File: src/rtl/traj_point_sched.sv
// traj_point_sched: buffers tracker points in a small FIFO and releases at
// most one point per frame to the trajectory overlay, only at the start of
// vertical blanking. The displayed point is retired (driven to the 3FF/3FF
// off-screen sentinel) after HOLD_FRAMES frames without a new point.
//
// Build option: define TRAJ_DECIMATE_EN to drop incoming points that lie
// closer than MIN_DIST (Manhattan distance) to the last stored point.
//
// State table
//   state | meaning
//   IDLE  | waiting for the blank edge of the current frame
//   ISSUE | one cycle: head point is on the outputs with the load strobe
//   AGE   | one cycle: frame counter stepped, retire strobe if it expired
//   SHOW  | release done for this frame, waiting for active video
module traj_point_sched #(
   parameter int DEPTH       = 4,
   parameter int HOLD_FRAMES = 30,
   parameter int FRAME_H     = 480,
   parameter int MIN_DIST    = 2
) (
   input  logic                     i_clk,
   input  logic                     i_rst,
   input  logic [9:0]               i_ptH,
   input  logic [9:0]               i_ptV,
   input  logic                     i_ptValid,
   output logic                     o_ptReady,
   input  logic [9:0]               i_v,
   input  logic                     i_rendering,
   output logic [9:0]               o_pointH,
   output logic [9:0]               o_pointV,
   output logic                     o_pointVAL,
   output logic                     o_overflow,
   output logic [$clog2(DEPTH):0]   o_level
);

   localparam int AW = $clog2(DEPTH);
   localparam int LW = AW + 1;
   localparam int CW = $clog2(HOLD_FRAMES + 1);
   localparam logic [9:0] SENTINEL = 10'h3FF;

   // Reject parameter sets the pointer arithmetic cannot support.
   if (DEPTH < 2 || DEPTH > 16 || (DEPTH & (DEPTH - 1)) != 0 || MIN_DIST < 0 || MIN_DIST > 2047) begin : g_bad_param
      $error("traj_point_sched: unsupported DEPTH or MIN_DIST");
   end

   typedef enum logic [1:0] {
      S_IDLE  = 2'd0,
      S_ISSUE = 2'd1,
      S_AGE   = 2'd2,
      S_SHOW  = 2'd3
   } state_t;

   state_t          state_q;
   logic [9:0]      mem_h_q [DEPTH];
   logic [9:0]      mem_v_q [DEPTH];
   logic [AW-1:0]   wr_ptr_q, rd_ptr_q;
   logic [LW-1:0]   level_q, level_d;
   logic            ready_q, ready_d;
   logic            ovf_q, ovf_d;
   logic            blank_q;
   logic [CW-1:0]   cnt_q, cnt_inc;
   logic [9:0]      point_h_q, point_v_q;
   logic            val_q;

   logic            full, empty, blank_now, blank_edge;
   logic            pop, hs, push;

   assign full       = (level_q == LW'(DEPTH));
   assign empty      = (level_q == '0);
   assign blank_now  = (i_v >= 10'(FRAME_H));
   assign blank_edge = blank_now & ~blank_q;

   // The release cycle frees the head slot, so a point offered in that same
   // cycle is taken even if the FIFO was full and ready was low.
   assign pop = (state_q == S_IDLE) & blank_edge & ~empty;
   assign hs  = i_ptValid & (ready_q | pop);

`ifdef TRAJ_DECIMATE_EN
   logic [9:0]  ref_h_q, ref_v_q;
   logic [10:0] diff_h, diff_v;
   logic [11:0] dist;
   logic        too_close;

   // Manhattan distance to the last stored point, 11-bit unsigned diffs.
   always_comb begin
      diff_h    = (i_ptH >= ref_h_q) ? ({1'b0, i_ptH} - {1'b0, ref_h_q}) : ({1'b0, ref_h_q} - {1'b0, i_ptH});
      diff_v    = (i_ptV >= ref_v_q) ? ({1'b0, i_ptV} - {1'b0, ref_v_q}) : ({1'b0, ref_v_q} - {1'b0, i_ptV});
      dist      = {1'b0, diff_h} + {1'b0, diff_v};
      too_close = (dist < 12'(MIN_DIST));
   end

   assign push = hs & ~too_close;

   // Reference point tracks the last point actually written to the FIFO.
   always_ff @(posedge i_clk) begin
      if (i_rst) begin
         ref_h_q <= SENTINEL;
         ref_v_q <= SENTINEL;
      end else if (push) begin
         ref_h_q <= i_ptH;
         ref_v_q <= i_ptV;
      end
   end
`else
   assign push = hs;
`endif

   // Next occupancy; ready is registered from it so it reflects the new level.
   always_comb begin
      level_d = level_q + LW'(push) - LW'(pop);
      ready_d = (level_d != LW'(DEPTH));
      ovf_d   = ovf_q | (i_ptValid & full & ~pop);
   end

   // FIFO storage, pointers, occupancy, overflow flag and blank detector.
   always_ff @(posedge i_clk) begin
      if (i_rst) begin
         for (int i = 0; i < DEPTH; i++) begin
            mem_h_q[i] <= '0;
            mem_v_q[i] <= '0;
         end
         wr_ptr_q <= '0;
         rd_ptr_q <= '0;
         level_q  <= '0;
         ready_q  <= 1'b0;
         ovf_q    <= 1'b0;
         blank_q  <= 1'b0;
      end else begin
         if (push) begin
            mem_h_q[wr_ptr_q] <= i_ptH;
            mem_v_q[wr_ptr_q] <= i_ptV;
            wr_ptr_q          <= wr_ptr_q + 1'b1;
         end
         if (pop) begin
            rd_ptr_q <= rd_ptr_q + 1'b1;
         end
         level_q <= level_d;
         ready_q <= ready_d;
         ovf_q   <= ovf_d;
         blank_q <= blank_now;
      end
   end

   assign cnt_inc = (cnt_q == CW'(HOLD_FRAMES)) ? cnt_q : cnt_q + 1'b1;

   // Release sequencer. Outputs are loaded on the edge that enters ISSUE or
   // AGE, so the strobe and the new coordinates are visible during that state.
   always_ff @(posedge i_clk) begin
      if (i_rst) begin
         state_q   <= S_IDLE;
         cnt_q     <= '0;
         point_h_q <= SENTINEL;
         point_v_q <= SENTINEL;
         val_q     <= 1'b0;
      end else begin
         val_q <= 1'b0;
         case (state_q)
            S_IDLE: begin
               if (blank_edge) begin
                  if (!empty) begin
                     state_q   <= S_ISSUE;
                     point_h_q <= mem_h_q[rd_ptr_q];
                     point_v_q <= mem_v_q[rd_ptr_q];
                     val_q     <= 1'b1;
                     cnt_q     <= '0;
                  end else begin
                     state_q <= S_AGE;
                     cnt_q   <= cnt_inc;
                     if (cnt_inc == CW'(HOLD_FRAMES) &&
                         !(point_h_q == SENTINEL && point_v_q == SENTINEL)) begin
                        point_h_q <= SENTINEL;
                        point_v_q <= SENTINEL;
                        val_q     <= 1'b1;
                     end
                  end
               end
            end
            S_ISSUE: state_q <= S_SHOW;
            S_AGE:   state_q <= S_SHOW;
            S_SHOW: begin
               if (i_rendering) state_q <= S_IDLE;
            end
            default: state_q <= S_IDLE;
         endcase
      end
   end

   assign o_ptReady  = ready_q;
   assign o_pointH   = point_h_q;
   assign o_pointV   = point_v_q;
   assign o_pointVAL = val_q;
   assign o_overflow = ovf_q;
   assign o_level    = level_q;

endmodule
File: config.mk
export PLATFORM = sky130hd
export DESIGN_NAME = traj_point_sched
export DESIGN_NICKNAME = d
export VERILOG_FILES = /design/src/rtl/traj_point_sched.sv
export SDC_FILE = /design/constraint.sdc
export NUM_CORES = 1
export LEC_CHECK = 0
export ABC_AREA = 1
export CORE_ASPECT_RATIO = 0.75
export CORE_MARGIN = 5
export CORE_UTILIZATION = 57
export CTS_CLUSTER_SIZE = 14
export DETAILED_ROUTE_END_ITERATION = 12
export GPL_TIMING_DRIVEN = 0
export PLACE_DENSITY = 0.8
export SYNTH_ARGS = -nofsm -noshare
export SYNTH_HDL_FRONTEND = slang
export SYNTH_SLANG_ARGS = --single-unit
File: constraint.sdc
create_clock -name i_clk -period 4.7 [get_ports i_clk]
set_input_delay 0.94 -clock i_clk [delete_from_list [all_inputs] [get_ports i_clk]]
set_output_delay 0.94 -clock i_clk [all_outputs]
set_load 0.005 [all_outputs]
==> results of run 1 <==
## synthesized netlist by cell type (all sizes together)
cell	n	share of area [%]
a21oi	8	0.71
nand3b	1	0.13
o211ai	40	5.3
clkbuf	23	1.5
edfxtp	80	43
o21ai	12	1.1
dfxtp	40	14
a21boi	1	0.13
nor3	22	2.0
xnor2	1	0.16
o21bai	1	0.20
fa	1	0.36
inv	89	5.9
nand4	5	0.56
nor2	85	8.5
nand2	80	5.4
mux2i	20	3.6
xor2	1	0.16
a22oi	1	0.13
nand3	50	4.5
buf	11	1.2
ha	6	1.3
## routing by layer
| layer | wire, um | up-vias |
|---|---|---|
| li1 | - | 2098 |
| met1 | 5810 | 2100 |
| met2 | 6850 | 242 |
| met3 | 1160 | 40 |
| met4 | 297 | 0 |
| met5 | 0 | - |
## cells by family after synthesis
logic type      count (synthesis)  synth area share [%]
buf+inv                       123                  8.67
compound gates                 63                  7.60
simple gates                  243                  21.1
xor+xnor                        2                 0.312
mux                            20                  3.56
flops                         120                  57.0
fa+ha+maj                       7                  1.69
## flip-flops by register name, indices dropped and copies added, names as in the netlist, named ones only
name and cells:
o_pointVAL 1, mem_h_q 40, blank_q 1, o_level 3, wr_ptr_q 2, o_pointH 10
state_q 2, mem_v_q 40, o_ptReady 1, o_pointV 10, o_overflow 1, rd_ptr_q 2
cnt_q 5
## area by class of cell
cell class / instances / area (sq um) / share of cell area (%)
clock buffers: 27 / 578 / 8.18
multi-input cells: 335 / 1940 / 27.5
inverters: 89 / 334 / 4.73
plain buffers: 34 / 153 / 2.16
well taps: 132 / 165 / 2.34
flip-flops and latches: 120 / 3200 / 45.3
clock inverters: 5 / 50.0 / 0.709
repair buffers: 58 / 638 / 9.03
## worst max-delay path, cell delays in order
cell and delay [ns]:
clkdlybuf4s50_1 0.45, nand2_1 0.05, nor2_1 0.18, o21bai_2 0.14
nor2_8 0.18, nand2_2 0.09, nand2_2 0.10, nand2_1 0.19
ha_1 0.34, inv_1 0.07, ha_1 0.15, inv_1 0.06
fa_1 0.37, xnor2_1 0.20, xor2_1 0.22, o21ai_0 0.10
inv_1 0.08
## power breakdown
part	leakage, nW	switching [mW]	internal [mW]	total [mW]
Combinational	1.30	0.751	0.471	1.22
Sequential	1.16	0.104	1.30	1.41
Clock	0.314	0.467	0.894	1.36
Total	2.77	1.32	2.67	3.99
## through the flow
| stage | worst slack, ns | cell area (sq um) | std cells | util, % |
|---|---|---|---|---|
| floorplan | 1.13 | 5620 | 578 | - |
| global placement | -0.510 | 6320 | 764 | 65.5 |
| detailed placement | 0.744 | 6430 | 768 | 66.6 |
| CTS | 1.12 | 7060 | 800 | 73.1 |
| global route | 0.897 | 7060 | 800 | 73.1 |
| finish | 1.14 | 7060 | 800 | 73.1 |
## path summary, 6_finish.rpt
path / start / end / cells after the start
worst max-delay path: i_v[7] / o_ptReady / 17
worst min-delay path: o_overflow / o_overflow / 2
worst max register to register: state_q[0] / o_ptReady / 16
worst min register to register: o_overflow / o_overflow / 2
==> impl_metrics.env, run 1 <==
export IMPL_status="complete, no violations"
export IMPL_post_cts_resized=0
export IMPL_fin_skew_ns=0.00533
export IMPL_die_w_um=125
export IMPL_die_area_sq_mm=0.0120
export IMPL_grt_pass1_vias=4606
export IMPL_globalRouteOverflowTotal=0
export IMPL_syn_area_sq_mm=0.00562
export IMPL_gr_usage_met1_pct=30.5
export IMPL_clock_path_buffers=2
export IMPL_dr_pass1_iters=6
export IMPL_cts_root_buffer="clkbuf_16"
export IMPL_final_common_cell="edfxtp_1"
export IMPL_viasPerCell=5.60
export IMPL_port_buffer_count=54
export IMPL_hold_slack_ns=0.453
export IMPL_core_sq_mm=0.00966
export IMPL_required_ns=5.06
export IMPL_final_cell_mix="edfxtp_1, nand2_1, inv_1, nor2_1, clkdlybuf4s50_1"
export IMPL_start_util_pct=58.2
export IMPL_ios=60
export IMPL_detail_route_iter0_violations=541
export IMPL_min_period_ns=3.56
export IMPL_leakagePower_nw=2.77
export IMPL_grt_max_degree=17
export IMPL_ant_nets=0
export IMPL_synth_nets=619
export IMPL_ys_types=30
export IMPL_antenna_found_initial=0
export IMPL_numCtsBuffers=17
export IMPL_setup_tns_ns=0
export IMPL_max_cap_violations=0
export IMPL_gp_congestion=0.854
export IMPL_clock_latency_ns=0.42
export IMPL_worstHoldPathType="reg -> reg"
export IMPL_fmax_mhz=281
export IMPL_critPathKind="in -> reg"
export IMPL_fin_nets=696
export IMPL_r2r_slack_ns=1.77
export IMPL_n_fill_cell=629
export IMPL_diodes=0
export IMPL_ys_ff_latch=120
export IMPL_post_route_period_util_pct=75.8
export IMPL_finalSetupViolCount=0
export IMPL_total_power_mw=3.99
export IMPL_routed_wl_um=14100
export IMPL_grt_usage_pct=25.0
export IMPL_drive_gt1_share_pct=13.6
export IMPL_cts_tree="done"
export IMPL_peakVddDrop_uv=302
export IMPL_cts_setup_buffers=0
export IMPL_cts_num_sinks=120
export IMPL_place_hpwl_um=9470
export IMPL_tightest_slew_ns=0.648
export IMPL_grt_setup_unrepaired="false"
export IMPL_die_height_um=96.0
export IMPL_syn_inst=578
export IMPL_drc_errors=0
export IMPL_power_density_mw_per_mm2=565
export IMPL_hold_viol_final=0
export IMPL_htreeDepth=4
export IMPL_clkTransAtPathRegs_ns=0.05
export IMPL_path_max_fanout=10
export IMPL_use_met3_pct=7.54
export IMPL_area_growth_pct=25.8
export IMPL_drv_slew=0
export IMPL_avgSynthCellArea_sq_um=9.72
export IMPL_cp_data_arrival_time_ns=3.92
export IMPL_crit_path_start_kind="input port"
export IMPL_grt_util_met2_pct=42.5
export IMPL_relSlewSlack_pct=56.8
export IMPL_top_usage_layer="met2"
export IMPL_yosysWarnings=0
export IMPL_vias=4480
export IMPL_ctsHoldBuffers=0
export IMPL_ys_seq_area_share_pct=57.0
export IMPL_grt_pass1_wl_um=23000
export IMPL_end_kind="flip-flop"
export IMPL_post_drt_wl_per_cell_um=17.7
export IMPL_rows=31
(Power assumes the default switching activity.)
==> inputs of run 2 (changes only) <==
==> constraint.sdc (replaced) <==
create_clock -name i_clk -period 3.6 [get_ports i_clk]
set_input_delay 0.72 -clock i_clk [delete_from_list [all_inputs] [get_ports i_clk]]
set_output_delay 0.72 -clock i_clk [all_outputs]
set_load 0.005 [all_outputs]
==> results of run 2 <==
Same layout as run 1 (identical final DEF). Status: complete, no violations.
Main changes from that run: setup slack after placement 0.744 ns -> -0.136 ns; setup slack after layout 1.14 ns -> 0.256 ns; register-to-register setup slack 1.77 ns -> 0.67 ns; total power 3.99 mW -> 5.21 mW; worst IR drop on VDD 302 uV -> 394 uV
==> inputs of run 3 (changes only) <==
--- a/config.mk
+++ b/config.mk
@@ -6,13 +6,15 @@
 export NUM_CORES = 1
 export LEC_CHECK = 0
 export ABC_AREA = 1
+export CAP_MARGIN = 20
 export CORE_ASPECT_RATIO = 0.75
 export CORE_MARGIN = 5
 export CORE_UTILIZATION = 57
 export CTS_CLUSTER_SIZE = 14
 export DETAILED_ROUTE_END_ITERATION = 12
 export GPL_TIMING_DRIVEN = 0
-export PLACE_DENSITY = 0.8
+export PLACE_DENSITY_LB_ADDON = 0.15
+export SLEW_MARGIN = 20
 export SYNTH_ARGS = -nofsm -noshare
 export SYNTH_HDL_FRONTEND = slang
 export SYNTH_SLANG_ARGS = --single-unit
==> impl_metrics.env, run 3 (synthesis gave the netlist of run 1 again) <==
export IMPL_leakagePower_nw=2.75
export IMPL_ctsHoldBuffers=0
export IMPL_cts_setup_buffers=0
export IMPL_hold_viol_final=0
export IMPL_cp_cell_sequence="clkdlybuf4s50_1 -> nand2_1 -> nor2_1 -> o21bai_2 -> nor2_8 -> nand2_2 -> nand2_2 -> nand2_1 -> ha_1 -> inv_1 -> ha_1 -> inv_1 -> fa_1 -> xnor2_1 -> xor2_1 -> o21ai_0 -> inv_1"
export IMPL_core_sq_mm=0.00966
export IMPL_peakVddDrop_uv=477
export IMPL_fin_skew_ns=0.0103
export IMPL_detail_route_iter0_violations=376
export IMPL_crit_path_top_delay_cell="clkdlybuf4s50_1"
export IMPL_grt_usage_pct=23.9
export IMPL_required_ns=3.91
export IMPL_crit_path_start_kind="input port"
export IMPL_ant_nets=0
export IMPL_fin_area_sq_mm=0.00704
export IMPL_rows=31
export IMPL_die_height_um=96.0
export IMPL_postPlaceCellArea_sq_mm=0.00643
export IMPL_seqPwrFrac_pct=35.6
export IMPL_worstHoldPathType="reg -> reg"
export IMPL_final_cell_mix="edfxtp_1, nand2_1, inv_1, nor2_1, clkdlybuf4s50_1"
export IMPL_switching_power_mw=1.67
export IMPL_area_growth_pct=25.3
export IMPL_n_fill_cell=650
export IMPL_die_w_um=125
export IMPL_grt_setup_unrepaired="false"
export IMPL_post_route_period_util_pct=92.4
export IMPL_start_util_pct=58.2
export IMPL_cp_data_arrival_time_ns=3.63
export IMPL_pwr_share_comb_pct=30.6
export IMPL_place_hpwl_um=9230
export IMPL_cts_tree="done"
export IMPL_tightest_slew_ns=0.714
export IMPL_routed_wl_um=13400
export IMPL_fmax_mhz=301
export IMPL_power_density_mw_per_mm2=732
export IMPL_clock_latency_ns=0.42
export IMPL_drc_errors=0
export IMPL_dp_cells=768
export IMPL_drv_slew=0
export IMPL_end_kind="flip-flop"
export IMPL_gp_congestion=0.831
export IMPL_die_area_sq_mm=0.0120
export IMPL_path_max_fanout=10
export IMPL_post_drt_wl_per_cell_um=16.7
export IMPL_critPathKind="in -> reg"
export IMPL_cts_root_buffer="clkbuf_16"
export IMPL_drive_gt1_share_pct=13.3
export IMPL_htreeDepth=4
export IMPL_pwr_share_clk_pct=33.8
export IMPL_netSwitchingFraction_pct=32.5
export IMPL_max_cap_violations=0
export IMPL_ios=60
export IMPL_slowest_delay_ns=0.45
export IMPL_crit_buf_inv=4
export IMPL_multiInputGateArea_sq_mm=0.00196
export IMPL_largest_registers="mem_h_q x40, mem_v_q x40"
export IMPL_relSlewSlack_pct=52.4
export IMPL_stdcell_count=800
export IMPL_port_buffer_count=54
export IMPL_total_power_mw=5.15
export IMPL_status="complete, no violations"
export IMPL_clkTransAtPathRegs_ns=0.05
export IMPL_p_int_mw=3.48
export IMPL_grt_pass1_wl_um=21700
export IMPL_finalSetupViolCount=0
export IMPL_final_common_cell="edfxtp_1"
export IMPL_fin_nets=696
export IMPL_crit_family="adder cells"
export IMPL_grt_max_degree=17
export IMPL_hold_slack_ns=0.450
export IMPL_min_period_ns=3.33
export IMPL_critPathMostFrequentCell="inv_1"
export IMPL_dr_pass1_iters=8
export IMPL_diodes=0
export IMPL_regArea_sq_mm=0.00320
export IMPL_numCtsBuffers=17
export IMPL_utilization_pct=72.9
export IMPL_vias=4370
export IMPL_globalRouteOverflowTotal=0
export IMPL_post_cts_resized=0
export IMPL_grt_pass1_vias=4398
export IMPL_antenna_found_initial=0
export IMPL_cts_num_sinks=120
export IMPL_clock_path_buffers=2
export IMPL_viasPerCell=5.46
-- run 3: layer usage --
layer  up-vias  global-route usage [%]  routed length (um)
met5         -                       0                   0
met4         0                    10.4                 187
li1       2091                       -                   -
met2       219                    39.1                6340
met3        24                    7.10                1250
met1      2036                    30.1                5590
-- run 3: area by class of cell --
cell class,count,area share (%)
inverters,89,4.75
plain buffers,34,2.17
flip-flops and latches,120,45.5
repair buffers,58,8.84
clock buffers,21,6.40
well taps,132,2.35
clock inverters,11,2.17
multi-input cells,335,27.8
-- run 3: through the flow --
step,setup slack (ns),TNS [ns]
finish,0.275,0
global route,0.0325,0
CTS,0.278,0
detailed placement,-0.161,-0.261
global placement,-1.48,-107.41
floorplan,0.248,0
-- run 3: worst paths after layout --
kind | start | endpoint | slack [ns] | depth (start not counted)
worst max register to register | state_q[1] | o_ptReady | 0.69 | 16
worst min register to register | o_overflow | o_overflow | 0.45 | 2
worst min-delay path | o_overflow | o_overflow | 0.45 | 2
worst max-delay path | i_v[7] | o_ptReady | 0.27 | 17
-- run 3: worst min-delay path, stage by stage (launching register included) --
cell and delay [ns]:
dfxtp_1 0.31, inv_1 0.05, a21oi_1 0.05
-- run 3: power by group through the flow --
stage	Sequential, mW	Combinational, mW	Clock (mW)
after floorplan	1.83	0.975	0
after global placement	1.85	1.48	0
after detailed placement	1.85	1.55	0
after CTS	1.83	1.57	1.76
after global routing	1.85	1.74	1.82
final	1.83	1.58	1.74
